[config.mk]
export PLATFORM = sky130hd
export DESIGN_NAME = uart_tx_arbiter
export DESIGN_NICKNAME = d
export VERILOG_FILES = /design/src/rtl/uart_tx_arbiter_pkg.sv /design/src/rtl/uart_tx_arbiter_rr_arbiter.sv /design/src/rtl/uart_tx_arbiter.sv
export SDC_FILE = /design/constraint.sdc
export NUM_CORES = 1
export LEC_CHECK = 0
export BUFFER_PORTS_ARGS = -buffer_cell sky130_fd_sc_hd__buf_2
export CORE_ASPECT_RATIO = 1.75
export CORE_UTILIZATION = 50
export DETAILED_ROUTE_END_ITERATION = 8
export GPL_TIMING_DRIVEN = 1
export PLACE_DENSITY = 0.88
export RECOVER_POWER = 100
export SYNTH_ARGS = -nofsm -noshare
export SYNTH_HDL_FRONTEND = slang
export SYNTH_SLANG_ARGS = --single-unit
[constraint.sdc]
create_clock -name clk -period 6.2 [get_ports clk]
set_clock_uncertainty 0.2 [all_clocks]
set_input_delay 0.31 -clock clk [delete_from_list [all_inputs] [get_ports clk]]
set_output_delay 0.31 -clock clk [all_outputs]
set_load 0.01 [all_outputs]
[src/rtl/uart_tx_arbiter_pkg.sv]
// Shared definitions for the UART transmit arbiter: header tag, FSM states
// and the helper that builds a source-tagged header byte.
package uart_tx_arbiter_pkg;

    localparam logic [3:0] HDR_TAG = 4'hA;

    typedef enum logic [1:0] {
        ST_IDLE = 2'd0,
        ST_SEND = 2'd1,
        ST_DONE = 2'd2
    } state_e;

    function automatic logic [7:0] hdr_byte(input logic [3:0] id);
        return {HDR_TAG, id};
    endfunction

endpackage

[src/rtl/uart_tx_arbiter_rr_arbiter.sv]
// Combinational round-robin picker: first set req at or after last_grant+1.
// Ports: req, last_grant in; one-hot gnt and binary gnt_id out.
module rr_arbiter #(
    parameter int N  = 4,
    parameter int IW = (N > 1) ? $clog2(N) : 1
) (
    input  logic [N-1:0]  req,
    input  logic [IW-1:0] last_grant,
    output logic [N-1:0]  gnt,
    output logic [IW-1:0] gnt_id
);

    int idx;

    // Walk offsets from farthest to nearest so the nearest requester
    // after last_grant is the one that sticks.
    always_comb begin
        gnt    = '0;
        gnt_id = '0;
        idx    = 0;
        for (int k = N; k >= 1; k--) begin
            idx = int'(last_grant) + k;
            if (idx >= N) begin
                idx = idx - N;
            end
            if (req[idx]) begin
                gnt      = '0;
                gnt[idx] = 1'b1;
                gnt_id   = IW'(idx);
            end
        end
    end

endmodule

[src/rtl/uart_tx_arbiter.sv]
// Round-robin sharing of one 8-bit UART tx channel between packet sources.
// Ports: clk, rst_n, req/req_data in; req_ack, req_done, busy out;
//        tx_data/tx_vld out, tx_rdy in (byte moves on tx_vld & tx_rdy).
module uart_tx_arbiter #(
    parameter int NUM_REQ   = 4,
    parameter int PKT_BYTES = 4,
    parameter int HEADER_EN = 1
) (
    input  logic                           clk,
    input  logic                           rst_n,
    input  logic [NUM_REQ-1:0]             req,
    input  logic [NUM_REQ*PKT_BYTES*8-1:0] req_data,
    output logic [NUM_REQ-1:0]             req_ack,
    output logic [NUM_REQ-1:0]             req_done,
    output logic                           busy,
    output logic [7:0]                     tx_data,
    output logic                           tx_vld,
    input  logic                           tx_rdy
);

    import uart_tx_arbiter_pkg::*;

    localparam int IW = $clog2(NUM_REQ);
    localparam int PW = PKT_BYTES * 8;
    localparam int NB = PKT_BYTES + HEADER_EN;
    localparam int CW = $clog2(NB + 1);

    state_e               state_q, state_d;
    logic [PW-1:0]        pkt_q, pkt_d;
    logic [IW-1:0]        last_q, last_d;
    logic [CW-1:0]        cnt_q, cnt_d;
    logic [NUM_REQ-1:0]   ack_q, ack_d;
    logic [NUM_REQ-1:0]   done_q, done_d;
    logic                 busy_q, busy_d;
    logic                 vld_q, vld_d;
    logic [7:0]           data_q, data_d;

    logic [NUM_REQ-1:0]   gnt;
    logic [IW-1:0]        gnt_id;
    logic [PW-1:0]        gnt_pkt;

    rr_arbiter #(
        .N  (NUM_REQ),
        .IW (IW)
    ) u_rr (
        .req        (req),
        .last_grant (last_q),
        .gnt        (gnt),
        .gnt_id     (gnt_id)
    );

    assign gnt_pkt = req_data[int'(gnt_id)*PW +: PW];

    // Byte idx of the outgoing stream: optional header, then payload
    // little-endian.
    function automatic logic [7:0] byte_sel(
        input logic [PW-1:0] pkt,
        input logic [CW-1:0] idx,
        input logic [IW-1:0] id
    );
        int k;
        if (HEADER_EN != 0 && idx == '0) begin
            return hdr_byte(4'(id));
        end
        k = int'(idx) - HEADER_EN;
        return pkt[8*k +: 8];
    endfunction

    always_comb begin
        state_d = state_q;
        pkt_d   = pkt_q;
        last_d  = last_q;
        cnt_d   = cnt_q;
        ack_d   = '0;
        done_d  = '0;
        vld_d   = vld_q;
        data_d  = data_q;
        unique case (state_q)
            ST_IDLE: begin
                if (|req) begin
                    pkt_d   = gnt_pkt;
                    last_d  = gnt_id;
                    cnt_d   = '0;
                    ack_d   = gnt;
                    vld_d   = 1'b1;
                    data_d  = byte_sel(gnt_pkt, '0, gnt_id);
                    state_d = ST_SEND;
                end
            end
            ST_SEND: begin
                if (vld_q && tx_rdy) begin
                    if (cnt_q == CW'(NB - 1)) begin
                        vld_d   = 1'b0;
                        done_d  = NUM_REQ'(1) << last_q;
                        state_d = ST_DONE;
                    end else begin
                        cnt_d  = cnt_q + CW'(1);
                        data_d = byte_sel(pkt_q, cnt_q + CW'(1), last_q);
                    end
                end
            end
            ST_DONE: begin
                state_d = ST_IDLE;
            end
            default: begin
                state_d = ST_IDLE;
                vld_d   = 1'b0;
            end
        endcase
        busy_d = (state_d != ST_IDLE);
    end

    always_ff @(posedge clk or negedge rst_n) begin
        if (!rst_n) begin
            state_q <= ST_IDLE;
            pkt_q   <= '0;
            last_q  <= IW'(NUM_REQ - 1);
            cnt_q   <= '0;
            ack_q   <= '0;
            done_q  <= '0;
            busy_q  <= 1'b0;
            vld_q   <= 1'b0;
            data_q  <= '0;
        end else begin
            state_q <= state_d;
            pkt_q   <= pkt_d;
            last_q  <= last_d;
            cnt_q   <= cnt_d;
            ack_q   <= ack_d;
            done_q  <= done_d;
            busy_q  <= busy_d;
            vld_q   <= vld_d;
            data_q  <= data_d;
        end
    end

    assign req_ack  = ack_q;
    assign req_done = done_q;
    assign busy     = busy_q;
    assign tx_vld   = vld_q;
    assign tx_data  = data_q;

endmodule
==> run summary, run 1 <==
result of the run -> finished with violations
violations in the final reports -> max-capacitance violations, max-slew violations
Die Span X -> 73.16 microns
portion of the clock cycle consumed by the worst path in the final layout -> 79.64%
Filler Cell Count -> 715
Clk Latency, worst-skew pair -> 0.33 ns
Unique masters post-synth -> 42
Inserted Clock Buffers -> 9
max-cap violation count -> 3
family of cells with the greatest summed delay on the critical path -> compound AO/OA/AOI/OAI gates
register bit total from synthesis -> 57
FF-to-FF path depth -> 8
number of standard cells in the final layout excluding fillers -> 727
top flip-flop cell by instance count after synthesis -> sky130_fd_sc_hd__dfrtp_1
clock share of power -> 17.5%
share of the core filled with cells in the final layout -> 63.43%
net load switching power -> 1.406 mW
Synth top cells by count -> 55 x sky130_fd_sc_hd__dfrtp_1, 54 x sky130_fd_sc_hd__mux2i_1, 38 x sky130_fd_sc_hd__a21oi_1
number of antenna violations at the first check in global routing -> 0
initial core utilization -> 51.43%
Post-Synthesis Cells -> 474
total count of hold-check failures in the final report -> 0
Data arrival, critical path -> 4.88 ns
number of sinks on the clock net -> 57
vias in the first global route -> 4368
cells along the critical path -> buf_4 -> mux2i_1 -> mux2_1 -> o21ai_2 -> o21ai_4 -> buf_4 -> mux2i_1 -> a211oi_2
maximum ir drop on the vdd rail -> 412.9 uV
Syn-to-layout area delta -> 23.33%
setup repair after global routing missed its margin -> false
global-route total usage across every layer -> 30.13%
combinational cell fraction of total power -> 60.6%
total nets after synthesis -> 620
share of total power in sequential cells -> 21.9%
Post-Route WL -> 13440 microns
number of nets with antenna violations after routing -> 0
clock tree from TritonCTS -> done
cell count after placement -> 710
post-route minimum period -> 4.938 ns
die boundary height -> 126.5 microns
wire length per cell after detailed routing -> 18.49 microns
slowest library cell on the worst path -> sky130_fd_sc_hd__o21ai_4
largest net degree at the start of global routing -> 58
Clock H-tree levels -> 3
First-pass DRT Iterations -> 5
Max Fanout on Critical Path -> 54
number of enable-type register cells in the synthesized netlist -> 0
# DRC -> 0
number of violations reported at the end of detailed-routing iteration 0 -> 333
wire length of the first global-routing pass -> 21100 microns
synthesized area per cell -> 9.347 sq um
hpwl dp -> 9968 microns
Finish-stage setup viols -> 0
final hold slack -> 0.09039 ns
clock root buffer -> sky130_fd_sc_hd__clkbuf_16
number of pins exceeding their max-slew limit in the final report -> 122
area of the die -> 0.009256 sq mm
net count of the finished layout -> 751
Ys Warns -> 0
startpoint types -> flip-flop
CTS clock-pin slew for the worst setup and hold paths -> 0.05 ns
cells taking the most area after synthesis -> sky130_fd_sc_hd__dfrtp_1 31%, sky130_fd_sc_hd__mux2i_1 12%, sky130_fd_sc_hd__mux2_1 4.8%
placer's final routability congestion estimate -> 0.9346
Setup CP Type -> reg2reg
hold crit path type -> in2reg
maximum buffer depth of the clock tree -> 2
Congestion Overflow GR -> 0
aggregate negative setup slack -> 0 ns
IO Pins -> 153
Pint -> 1.646 mW
Synth top area share -> 31.06%
buffers added on ports -> 152
power per cell area -> 558.6 mW/mm^2
Worst-Margin Slew -> 3.048 ns
hold path cells -> 3
Buf+Inv Stages, Crit Path -> 2
delay of the slowest cell on the worst path -> 0.87 ns
P_leak -> 2.399 nW
net switching share of the total power -> 46.05%
CTS-repair resized insts -> 0
critical path required time -> 6.15 ns
Post-Syn Area -> 0.004430 sq mm
largest area contributor in the synthesized netlist -> sky130_fd_sc_hd__dfrtp_1
buffers inserted during post-CTS setup optimization -> 0
type of element capturing the critical path -> flip-flop
f_max -> 202.5 MHz
worst slew margin relative to its limit -> -103.2%
dominant cell by count in the synthesized netlist -> sky130_fd_sc_hd__dfrtp_1
sequential area share after synthesis -> 32.25%
Core ar. -> 0.008615 sq mm
share of final-layout standard cells stronger than drive strength 1 -> 29.18%
antenna diode count -> 0
Cell Rows -> 45
cts hold-fix bufs -> 1
via count -> 4527
share of async-settable or async-resettable flops after synthesis -> 100.0%
via density per instance -> 6.227
Crit. path cell count -> 8
-- layout by cell type (no fill, tap or decap), types with 4 or more instances in the layout --
master                        n
sky130_fd_sc_hd__a211oi_1    28
sky130_fd_sc_hd__buf_2      133
sky130_fd_sc_hd__o21ai_0     31
sky130_fd_sc_hd__a221o_1      4
sky130_fd_sc_hd__nor3b_1     22
sky130_fd_sc_hd__nand3_1     20
sky130_fd_sc_hd__buf_4        5
sky130_fd_sc_hd__mux2i_1     54
sky130_fd_sc_hd__and2_0       5
sky130_fd_sc_hd__clkbuf_16    9
sky130_fd_sc_hd__nor2_1      29
sky130_fd_sc_hd__ha_1        11
sky130_fd_sc_hd__nand2_1     35
sky130_fd_sc_hd__inv_1        7
sky130_fd_sc_hd__o211ai_1    16
sky130_fd_sc_hd__a21oi_1     38
sky130_fd_sc_hd__mux2_1      20
sky130_fd_sc_hd__a221oi_1     6
sky130_fd_sc_hd__a211oi_2    14
sky130_fd_sc_hd__clkbuf_1    23
sky130_fd_sc_hd__mux4_2       5
sky130_fd_sc_hd__dfrtp_1     55
-- power by group through the flow --
stage	clock network [mW]	registers, mW	logic, mW
after global placement	0	0.663	1.76
final	0.534	0.669	1.85
after floorplan	0	0.632	1.55
after global routing	0.549	0.683	2.00
after CTS	0.535	0.663	1.84
after detailed placement	0	0.666	1.83
-- routing by layer --
| layer | global-route usage, % | routed length (microns) |
|---|---|---|
| met5 | 0 | 0 |
| met4 | 22.95 | 861 |
| met2 | 51.47 | 7019 |
| met1 | 32.05 | 4694 |
| met3 | 5.083 | 868 |
-- cell type report --
class | instances | area, sq um | area share, %
multi-input cells | 369 | 2744 | 50.22
flip-flops and latches | 57 | 1429 | 26.15
repair buffers | 160 | 792.0 | 14.50
clock buffers | 12 | 246.5 | 4.511
well taps | 117 | 146.4 | 2.679
clock inverters | 4 | 76.32 | 1.397
inverters | 8 | 30.03 | 0.5496
-- logic make-up (layout without fill, tap and decap cells) --
group | after synthesis | after routing | synth area share [%]
AOI/OAI and AO/OA | 151 | 151 | 24.06
buffers and inverters | 48 | 184 | 5.874
and+or+nand+nor | 126 | 126 | 14.37
DFF | 57 | 57 | 32.25
muxes | 81 | 81 | 20.33
adders and majority gates | 11 | 11 | 3.106
-- per-stage QoR --
step / setup WS [ns] / cell area (sq um) / total power, mW
after floorplan: 3.054 / 4431 / 2.182
after global placement: 1.862 / 5172 / 2.424
after detailed placement: 1.650 / 5172 / 2.493
after CTS: 1.642 / 5505 / 3.041
after global routing: 0.9411 / 5464 / 3.230
final: 1.262 / 5464 / 3.052
-- final timing paths --
kind / end / startpoint / slack (ns)
setup / recovery: pkt_q[28]$_DFFE_PN0P_ / last_q[0]$_DFFE_PN1P_ / 1.26
min in group asynchronous: pkt_q[25]$_DFFE_PN0P_ / rst_n / 1.40
setup reg to reg: pkt_q[28]$_DFFE_PN0P_ / last_q[0]$_DFFE_PN1P_ / 1.26
hold reg to reg: tx_data[1]$_DFFE_PN0P_ / tx_data[1]$_DFFE_PN0P_ / 0.28
max in group asynchronous: state_q[0]$_DFF_PN0_ / rst_n / 2.65
hold / removal: pkt_q[26]$_DFFE_PN0P_ / req_data[26] / 0.09
-- tightest hold or removal path, cell delays in order --
cell and delay (ns):
sky130_fd_sc_hd__buf_2 0.08, sky130_fd_sc_hd__mux2i_1 0.05, sky130_fd_sc_hd__o211ai_1 0.14
-- sequential cells by signal, summed over array words and instances, names as in the netlist --
| register | cells |
|---|---|
| cnt_q | 3 |
| tx_data | 8 |
| pkt_q | 32 |
| state_q | 2 |
| req_ack | 4 |
| req_done | 4 |
| busy | 1 |
| last_q | 2 |
| tx_vld | 1 |
No activity file was read; power rests on OpenSTA's default activity.
==> inputs of run 2 (changes only) <==
==> constraint.sdc (replaced) <==
create_clock -name clk -period 4.8 [get_ports clk]
set_clock_uncertainty 0.2 [all_clocks]
set_input_delay 0.24 -clock clk [delete_from_list [all_inputs] [get_ports clk]]
set_output_delay 0.24 -clock clk [all_outputs]
set_load 0.01 [all_outputs]
==> run summary, run 2 (synthesized netlist as in run 1, its figures left out) <==
most flop-heavy register -> pkt_q
worst slew margin relative to its limit -> -97.44% (+5.8 points)
Pint -> 2.089 mW (+27%)
Die Span X -> 73.16 microns (unchanged)
max FFs per register -> 32 (unchanged)
number of antenna violations at the first check in global routing -> 0 (unchanged)
Post-Route WL -> 13470 microns (+0.22%)
vias in the first global route -> 4283 (-1.9%)
placer's final routability congestion estimate -> 0.9167 (-1.9%)
Clk Latency, worst-skew pair -> 0.33 ns (about the same)
CTS clock-pin slew for the worst setup and hold paths -> 0.05 ns (about the same)
most common cell after layout, fill and taps aside -> sky130_fd_sc_hd__buf_2
antenna diode count -> 0 (unchanged)
FF-to-FF path depth -> 10 (+2)
Setup CP Type -> reg2reg
maximum ir drop on the vdd rail -> 470.3 uV (+14%)
initial core utilization -> 51.43% (unchanged)
combinational cell fraction of total power -> 60.4% (-0.2 points)
f_max -> 230.5 MHz (+14%)
hpwl dp -> 9816 microns (-1.5%)
net count of the finished layout -> 753 (+0.27%)
Cell Rows -> 45 (unchanged)
Max Fanout on Critical Path -> 38 (-30%)
end of the worst register-to-register path -> pkt_q[19]$_DFFE_PN0P_
# DRC -> 0 (unchanged)
number of pins exceeding their max-slew limit in the final report -> 58 (-52%)
share of final-layout standard cells stronger than drive strength 1 -> 29.08% (-0.095 points)
buffers inserted during post-CTS setup optimization -> 0 (unchanged)
type of element capturing the critical path -> flip-flop
largest net degree at the start of global routing -> 58 (unchanged)
end point of the critical path -> pkt_q[19]$_DFFE_PN0P_
power per cell area -> 717.6 mW/mm^2 (+28%)
violations in the final reports -> max-capacitance violations, max-slew violations
setup repair after global routing missed its margin -> false
via count -> 4475 (-1.1%)
aggregate negative setup slack -> 0 ns (unchanged)
launch point of the worst reg-to-reg path -> last_q[0]$_DFFE_PN1P_
area of the die -> 0.009256 sq mm (unchanged)
IO Pins -> 153 (unchanged)
clock tree from TritonCTS -> done
First-pass DRT Iterations -> 5 (unchanged)
wire length per cell after detailed routing -> 18.48 microns (about the same)
number of sinks on the clock net -> 57 (unchanged)
via density per instance -> 6.139 (-1.4%)
critical path required time -> 4.73 ns (-1.42 ns)
Data arrival, critical path -> 4.27 ns (-0.61 ns)
buffers added on ports -> 152 (unchanged)
post-route minimum period -> 4.338 ns (-0.6004 ns)
maximum buffer depth of the clock tree -> 2 (unchanged)
global-route total usage across every layer -> 30.36% (+0.23 points)
clock root buffer -> sky130_fd_sc_hd__clkbuf_16
result of the run -> finished with violations
P_leak -> 2.400 nW (about the same)
number of nets with antenna violations after routing -> 0 (unchanged)
Worst-Margin Slew -> 2.962 ns (-0.08646 ns)
wire length of the first global-routing pass -> 21270 microns (+0.82%)
Finish-stage setup viols -> 0 (unchanged)
startpoint types -> flip-flop
max-cap violation count -> 1 (-2)
total count of hold-check failures in the final report -> 0 (unchanged)
start point of the critical path -> last_q[0]$_DFFE_PN1P_
clock share of power -> 16.8% (-0.7 points)
hold crit path type -> in2reg
Syn-to-layout area delta -> 22.71%
Total Power Consumption -> 3.901 mW (+28%)
commonest cells after routing, fill and taps aside -> 133 x sky130_fd_sc_hd__buf_2, 55 x sky130_fd_sc_hd__dfrtp_1, 54 x sky130_fd_sc_hd__mux2i_1
launch point of the worst hold path -> req_data[22]
Core ar. -> 0.008615 sq mm (unchanged)
Congestion Overflow GR -> 0 (unchanged)
Inserted Clock Buffers -> 9 (unchanged)
portion of the clock cycle consumed by the worst path in the final layout -> 90.37% (+11 points)
net switching share of the total power -> 46.46% (+0.41 points)
reg-to-reg setup timing slack -> 0.46 ns (-0.80 ns)
number of violations reported at the end of detailed-routing iteration 0 -> 358 (+7.5%)
share of total power in sequential cells -> 22.9% (+1.0 points)
die boundary height -> 126.5 microns (unchanged)
net load switching power -> 1.812 mW (+29%)
Clock H-tree levels -> 3 (unchanged)
run 2: power by group through the flow:
stage	logic [mW]	registers (mW)	clock network, mW
floorplan	2.00	0.816	0
global placement	2.26	0.879	0
detailed placement	2.35	0.887	0
CTS	2.37	0.886	0.656
global route	2.56	0.913	0.679
finish	2.35	0.893	0.654
run 2: stage by stage:
step	hold slack (ns)	cells	setup slack (ns)	area [sq um]	util (%)
2_1_floorplan	-0.2556	474	1.654	4431	-
5_1_grt	0.04140	729	0.1755	5436	63.11
4_1_cts	0.02028	729	0.6141	5505	63.91
6_report	0.01983	729	0.4624	5436	63.11
3_3_place_gp	0.2134	712	0.7405	5187	60.22
3_5_place_dp	0.2183	712	0.6461	5187	60.22
run 2: how the worst min path moves through the flow:
| stage | endpoint | slack (ns) | cells past startpoint |
|---|---|---|---|
| after floorplan | busy$_DFF_PN0_ | -0.26 | 0 |
| after global placement | pkt_q[22]$_DFFE_PN0P_ | 0.21 | 2 |
| after detailed placement | pkt_q[22]$_DFFE_PN0P_ | 0.22 | 2 |
| after CTS | pkt_q[24]$_DFFE_PN0P_ | 0.02 | 3 |
| after global routing | pkt_q[14]$_DFFE_PN0P_ | 0.04 | 3 |
| final | pkt_q[22]$_DFFE_PN0P_ | 0.02 | 3 |
run 2: repair_timing:
item | in CTS | in global routing
hold buffers | 1 | 0
gates resized for setup | 0 | 0
hold endpoints to repair | 55 | 0
run 2: worst max-delay path, stage by stage (launching register included):
cell,delay [ns]
sky130_fd_sc_hd__dfstp_2,0.77
sky130_fd_sc_hd__inv_1,0.22
sky130_fd_sc_hd__ha_1,0.42
sky130_fd_sc_hd__inv_1,0.11
sky130_fd_sc_hd__mux2_2,0.58
sky130_fd_sc_hd__o21ai_0,0.21
sky130_fd_sc_hd__buf_4,0.28
sky130_fd_sc_hd__o21ai_4,0.34
sky130_fd_sc_hd__buf_4,0.58
sky130_fd_sc_hd__mux2i_1,0.29
sky130_fd_sc_hd__a211oi_1,0.11
run 2: area by class of cell:
| class | count | area, sq um |
|---|---|---|
| clock buffers | 12 | 256.5 |
| inverters | 8 | 30.03 |
| fillers | 709 | 3178 |
| multi-input cells | 369 | 2715 |
| repair buffers | 162 | 808.3 |
| flip-flops and latches | 57 | 1429 |
| well taps | 117 | 146.4 |
| clock inverters | 4 | 51.30 |
run 2: layer usage:
metal  global-route usage (%)  vias up  share of wire (%)
li1                         -     2049                  -
met1                    35.36     2112                 36
met2                    50.71      254                 52
met3                    5.083       60                6.7
met4                    18.80        0                5.3
met5                        0        -                  0
